==> config.mk <==
export PLATFORM = sky130hd
export DESIGN_NAME = tag_lookup_ctrl
export DESIGN_NICKNAME = d
export VERILOG_FILES = /design/src/rtl/tag_lookup_ctrl.sv
export SDC_FILE = /design/constraint.sdc
export NUM_CORES = 1
export LEC_CHECK = 0
export CAP_MARGIN = 25
export CORE_UTILIZATION = 39
export DETAILED_ROUTE_END_ITERATION = 12
export HOLD_SLACK_MARGIN = 0.05
export PLACE_DENSITY_LB_ADDON = 0.08
export REMOVE_ABC_BUFFERS = 1
export SETUP_SLACK_MARGIN = 0.1
export SKIP_CTS_REPAIR_TIMING = 1
export SYNTH_ARGS = -nofsm -noshare
export SYNTH_HDL_FRONTEND = slang
export SYNTH_SLANG_ARGS = --single-unit
==> constraint.sdc <==
create_clock -name clock -period 1.5 [get_ports clock]
set_input_delay 0.45 -clock clock [delete_from_list [all_inputs] [get_ports clock]]
set_output_delay 0.45 -clock clock [all_outputs]
set_load 0.02 [all_outputs]
==> src/rtl/tag_lookup_ctrl.sv <==
// rtl/tag_lookup_ctrl.sv - tag RAM lookup/allocate controller with power-on and on-demand flush
//
// Ports:
//   clock, reset_n      : single rising-edge clock, asynchronous active-low reset
//   flush               : one-cycle request to invalidate every tag RAM entry (honoured in IDLE only)
//   req_valid/req_ready : lookup request handshake; req_addr = {tag, index}, req_wr = write/allocate
//   resp_valid/resp_hit : one-cycle response strobe and hit result
//   ram_addr/ram_din/ram_we/ram_dout : synchronous-read tag RAM port (dout one cycle after addr)
module tag_lookup_ctrl #(
  parameter int AWIDTH = 3,
  parameter int DWIDTH = 14,
  localparam int TWIDTH = DWIDTH - 1,
  localparam int DEPTH  = 2 ** AWIDTH
) (
  input  logic                     clock,
  input  logic                     reset_n,
  input  logic                     flush,
  input  logic                     req_valid,
  output logic                     req_ready,
  input  logic [TWIDTH+AWIDTH-1:0] req_addr,
  input  logic                     req_wr,
  output logic                     resp_valid,
  output logic                     resp_hit,
  output logic [AWIDTH-1:0]        ram_addr,
  output logic [DWIDTH-1:0]        ram_din,
  output logic                     ram_we,
  input  logic [DWIDTH-1:0]        ram_dout
);

  typedef enum logic [2:0] {
    INIT,
    FLUSH,
    IDLE,
    ISSUE,
    COMPARE,
    ALLOC,
    RESP
  } state_t;

  state_t              state_q, state_d;
  logic [AWIDTH-1:0]   cnt_q, cnt_d;
  logic [TWIDTH-1:0]   tag_q, tag_d;
  logic [AWIDTH-1:0]   idx_q, idx_d;
  logic                wr_q, wr_d;
  logic                hit_q, hit_d;
  logic                cmp_hit;

  always_ff @(posedge clock or negedge reset_n) begin
    if (!reset_n) begin
      state_q <= INIT;
      cnt_q   <= '0;
      tag_q   <= '0;
      idx_q   <= '0;
      wr_q    <= 1'b0;
      hit_q   <= 1'b0;
    end else begin
      state_q <= state_d;
      cnt_q   <= cnt_d;
      tag_q   <= tag_d;
      idx_q   <= idx_d;
      wr_q    <= wr_d;
      hit_q   <= hit_d;
    end
  end

  // RAM data for the captured index is on ram_dout while in COMPARE.
  assign cmp_hit = ram_dout[DWIDTH-1] && (ram_dout[TWIDTH-1:0] == tag_q);

  always_comb begin
    state_d = state_q;
    cnt_d   = cnt_q;
    tag_d   = tag_q;
    idx_d   = idx_q;
    wr_d    = wr_q;
    hit_d   = hit_q;
    case (state_q)
      INIT: begin
        state_d = FLUSH;
        cnt_d   = '0;
      end
      FLUSH: begin
        // flush is deliberately not looked at here so the sweep is never restarted.
        cnt_d = cnt_q + 1'b1;
        if (cnt_q == AWIDTH'(DEPTH - 1)) state_d = IDLE;
      end
      IDLE: begin
        if (flush) begin
          state_d = FLUSH;
          cnt_d   = '0;
        end else if (req_valid) begin
          state_d = ISSUE;
          tag_d   = req_addr[TWIDTH+AWIDTH-1:AWIDTH];
          idx_d   = req_addr[AWIDTH-1:0];
          wr_d    = req_wr;
        end
      end
      ISSUE:   state_d = COMPARE;
      COMPARE: begin
        hit_d   = cmp_hit;
        state_d = (wr_q && !cmp_hit) ? ALLOC : RESP;
      end
      ALLOC:   state_d = RESP;
      RESP:    state_d = IDLE;
      default: state_d = INIT;
    endcase
  end

  // Outputs come from registered state; only req_ready also sees flush so that
  // a simultaneous flush and request leaves the request unaccepted.
  always_comb begin
    req_ready  = 1'b0;
    resp_valid = 1'b0;
    resp_hit   = 1'b0;
    ram_addr   = '0;
    ram_din    = '0;
    ram_we     = 1'b0;
    case (state_q)
      FLUSH: begin
        ram_we   = 1'b1;
        ram_addr = cnt_q;
      end
      IDLE:  req_ready = !flush;
      ISSUE: ram_addr = idx_q;
      ALLOC: begin
        ram_we   = 1'b1;
        ram_addr = idx_q;
        ram_din  = {1'b1, tag_q};
      end
      RESP: begin
        resp_valid = 1'b1;
        resp_hit   = hit_q;
      end
      default: ;
    endcase
  end

endmodule

=== Yosys cells after proc, flatten, opt, wreduce, memory -nomap -nowiden ===
Cells that the tools add are included.

* Input bits: 35
* Register bits: 24
* Output and inout port bits: 21

* Eq/ne operators: 11
* Multiplexer cells: 13
* Reductions and logical operators: 11
* Add/subtract/negate cells: 1
* Bitwise gates (word level): 1

{| class="wikitable"
|+ Operator list
! cell !! count
|-
| $pmux W3 S7 || 1
|-
| $mux W14 || 1
|-
| $eq A13 B13 Y1 || 1
|-
| $eq A3 B3 Y1 const B || 4
|-
| $mux W3 || 4
|-
| $pmux W3 S3 || 1
|-
| $eq A3 B2 Y1 const B || 2
|-
| $pmux W3 S2 || 1
|-
| $mux W1 || 4
|-
| $ne A2 B2 Y1 const B || 2
|-
| $reduce_and A2 Y1 || 2
|-
| $reduce_or A2 Y1 || 2
|-
| $add A3 B1 Y3 const B || 1
|-
| $eq A3 B1 Y1 const B || 1
|-
| $logic_not A3 Y1 || 1
|-
| $ne A3 B3 Y1 const B || 1
|-
| $reduce_and A3 Y1 || 1
|-
| $reduce_bool A3 Y1 || 1
|-
| $logic_and A1 B1 Y1 || 2
|-
| $logic_not A1 Y1 || 2
|-
| $mux W2 || 1
|-
| $not A1 Y1 || 1
|}

=== Longest topological paths before layout ===
* Depth after elaboration: 6
* Depth in mapped cells: 5
* Gate-level depth less buffers: 5

=== Worst setup path before layout ===
Ideal clock, no wire load.

* Path type: flip-flop to output port
* Start: reg state_q[1]
* End: out resp_hit
* Path slack: -0.489 ns
* Arrival: 1.539 ns
* Buffers on the path: 1
* Stages on the path, launching flop included: 4
* Path through: dfrtp_1 > clkbuf_1 > nor3b_1 > and2_1

* Cells in the longest elaborated chain, start to end: 2

{| class="wikitable"
|+ RTL lines
! item !! RTL line !! text
|-
| from (decl) || 40 || <nowiki>state_t state_q, state_d;</nowiki>
|-
| from (signal assigned) || 57 || <nowiki>state_q <= state_d;</nowiki>
|-
| $eq A3 B3 Y1 || 117 || <nowiki>case (state_q)</nowiki>
|-
| $mux W1 || 117 ||
|-
| to (decl) || 23 || <nowiki>output logic resp_hit,</nowiki>
|}

No other way between the ends.

=== Worst setup path after layout ===
* Start: reg state_q[2]
* End: out ram_addr[0]

* Cells in the longest elaborated chain, start to end: 3

{| class="wikitable"
|+ RTL lines
! item !! RTL line !! text
|-
| $eq A3 B3 Y1 or $eq A3 B2 Y1 (tied branches) || 117 ||
|-
| $reduce_or A2 Y1 (no line) || -- ||
|-
| $pmux W3 S2 (*) || 117 ||
|-
| to (decl) || 24 || <nowiki>output logic [AWIDTH-1:0] ram_addr,</nowiki>
|}

Mark *: on every way between the ends. The rest lies on a longest branch, timed or not.

==> impl_metrics.json <==
{
  "critPathMaxFanout": 5,
  "peakVddDrop_mv": 0.8525,
  "yosysTopAreaCell": "dfrtp_1",
  "path_buf_inv": 2,
  "grt_pass1_wl_mm": 5.230,
  "clock.fmax_mhz": 518.6,
  "critPathLaunchType": "flip-flop",
  "finalCritPeriodShare_pct": 128.6,
  "critPathKind": "reg2out",
  "netlist_instances": 126,
  "io_pins": 56,
  "path_cells": "buf_6 -> mux2i_1 -> o21ai_1 -> and2_1 -> buf_6",
  "insertion_delay_ps": 330,
  "yosys-top-cells-count": "dfrtp_1, and3_1, xnor2_1",
  "cts_sinks": 24,
  "combPwrFrac_pct": 60.0,
  "die-width_microns": 61.86,
  "synth_async_sr_flop_share_pct": 100.0,
  "initial_core_util_pct": 41.23,
  "postLayoutCellArea_sq_um": 2524,
  "drt_iter0_drc": 33,
  "synth_ff_type": "dfrtp_1",
  "synth_seq_area_share_pct": 42.97,
  "required_ps": 1050,
  "final_antenna_net_count": 0,
  "port_buffers": 55,
  "p_int_uw": 2728,
  "cp_common_cell": "buf_6",
  "path_clk_slew_ps": 140,
  "max_stage_delay_ps": 470,
  "synth.cell_area_sq_um": 1398,
  "syn-mean-instance-area_sq_um": 11.09,
  "p_switching_uw": 1574,
  "wirelength_mm": 3.979,
  "antenna_cells": 0,
  "cp_top_family": "flip-flops",
  "finalMaxSlewViolations": 0,
  "power_uw": 4302,
  "die_y_microns": 61.86,
  "drive_above_1_share_pct": 48.34,
  "setup_ws_ps": -428.3,
  "cts_tree": "built",
  "yosysMostFrequentCell": "dfrtp_1",
  "maxSlewHeadroom_pct": 58.55,
  "gr-total-overflow": 0,
  "p_seq_share_pct": 28.7,
  "status": "complete, but fails checks",
  "drtPass1Iterations": 4,
  "swShare_pct": 36.59,
  "cts.path.max_buffers": 2,
  "grt.total_usage_pct": 19.18,
  "netlist_top_cells_area": "dfrtp_1, mux2_4, xnor2_1, mux2_2, and3_1",
  "cp-end-kind": "output port",
  "grt_max_degree": 25,
  "cts_inserted_buffers": 3,
  "nets": 249,
  "setup_violations": 40,
  "drv_cap": 0,
  "dpl-instance-area_sq_um": 2197,
  "worstMarginPinSlew_ps": 620.7,
  "synth_top_area_share_pct": 42.97,
  "antenna_found_initial": 0,
  "finalHoldViolations": 0,
  "cpMaxStageDelayCell": "dfrtp_2",
  "place_hpwl_mm": 2.556,
  "routabilityCongestion": 0.7280,
  "num_rows": 21,
  "wl_per_cell_microns": 15.48,
  "cts_root_buf": "clkbuf_4",
  "synth_cell_types": 27,
  "rsz0062_at_grt": "true",
  "grt_pass1_vias": 1212,
  "coreArea_sq_um": 3390,
  "die-area_sq_um": 3827,
  "vias_per_cell": 5.016,
  "hp-class": "in2async",
  "p_per_area_nw_per_um2": 1705,
  "power_leakage_uw": 0.001274,
  "clock_skew_ps": 2.340,
  "route.detailed.drc": 0,
  "pwr-share-clk_pct": 11.3,
  "violations": "setup timing",
  "vias": 1289,
  "ys_ff_latch": 24,
  "arrival_ps": 1480,
  "area_growth_pct": 80.57,
  "synth_edf_count": 0,
  "synth_warnings": 0,
  "period_minus_slack_ps": 1928,
  "htree_levels": 1
}
-- cell families after synthesis --
| kind of cell | after synthesis | synth area share, % |
|---|---|---|
| multiplexers | 21 | 19.34 |
| adder cells (fa/ha/maj) | 2 | 1.790 |
| AO/OA/AOI/OAI | 13 | 5.551 |
| flip-flops | 24 | 42.97 |
| XOR/XNOR | 13 | 8.147 |
| buffers and inverters | 9 | 3.043 |
| AND/OR/NAND/NOR | 44 | 19.16 |
-- worst paths after layout --
path	from	endpoint	slack, ps	cells after the start
max	state_q[2]	ram_addr[0]	-430	5
min	reset_n	tag_q[12]	450	2
max reg2reg	state_q[2]	tag_q[10]	-230	6
min reg2reg	hit_q	hit_q	560	2
max in group asynchronous	reset_n	state_q[2]	890	2
min in group clock	hit_q	hit_q	560	2
-- flip-flops by register name (all words and copies together) (netlist names) --
| name | flops |
|---|---|
| tag_q | 13 |
| hit_q | 1 |
| state_q | 3 |
| idx_q | 3 |
| cnt_q | 3 |
| wr_q | 1 |
-- per-stage QoR --
stage               hold WS (ps)  utilization [%]  std cells  setup slack (ps)  TNS, ps
floorplan                  154.4                -        120            -681.5   -14240
global placement           512.8            64.82        249            -728.5   -19580
detailed placement         522.9            64.82        249            -763.4   -20460
CTS                        447.0            66.37        253            -963.0   -21730
global route               429.2            74.46        257            -513.5   -13510
finish                     449.2            74.46        257            -428.3   -11190
-- area by class of cell --
cell class	count	area [sq um]
Clock buffer	3	22.52
Clock inverter	1	30.03
Fill cell	253	865.8
Inverter	3	11.26
Multi-Input combinational cell	95	947.2
Sequential cell	24	604.3
Tap cell	46	57.56
Timing Repair Buffer	85	850.8
-- cell usage in the layout, fill, tap and decap left out, drive strengths merged, types with 3 or more instances in the layout --
cell | synthesis | final
mux2 | 18 | 18
nand4 | 3 | 3
clkbuf | 4 | 3
buf | 2 | 51
and2 | 6 | 6
clkdlybuf4s50 | 0 | 21
inv | 3 | 3
xnor2 | 13 | 13
and3 | 13 | 13
nand2 | 9 | 11
mux2i | 3 | 3
dlymetal6s2s | 0 | 13
o21ai | 6 | 6
nor2 | 5 | 5
dfrtp | 24 | 24
-- power groups by stage --
stage,clock network (uW),registers (uW),logic [uW]
after floorplan,0,1230,1090
after global placement,0,1170,2150
after detailed placement,0,1190,2190
after CTS,501,1180,2200
after global routing,530,1280,2770
final,485,1230,2580
-- routing by layer --
| metal | wire (microns) | vias to the layer above | global-route usage [%] |
|---|---|---|---|
| li1 | - | 616 | - |
| met1 | 1672 | 630 | 23.23 |
| met2 | 2069 | 37 | 32.87 |
| met3 | 178 | 6 | 5.797 |
| met4 | 59 | 0 | 5.714 |
| met5 | 0 | - | 0 |
Power figures use the tool's default switching activity.
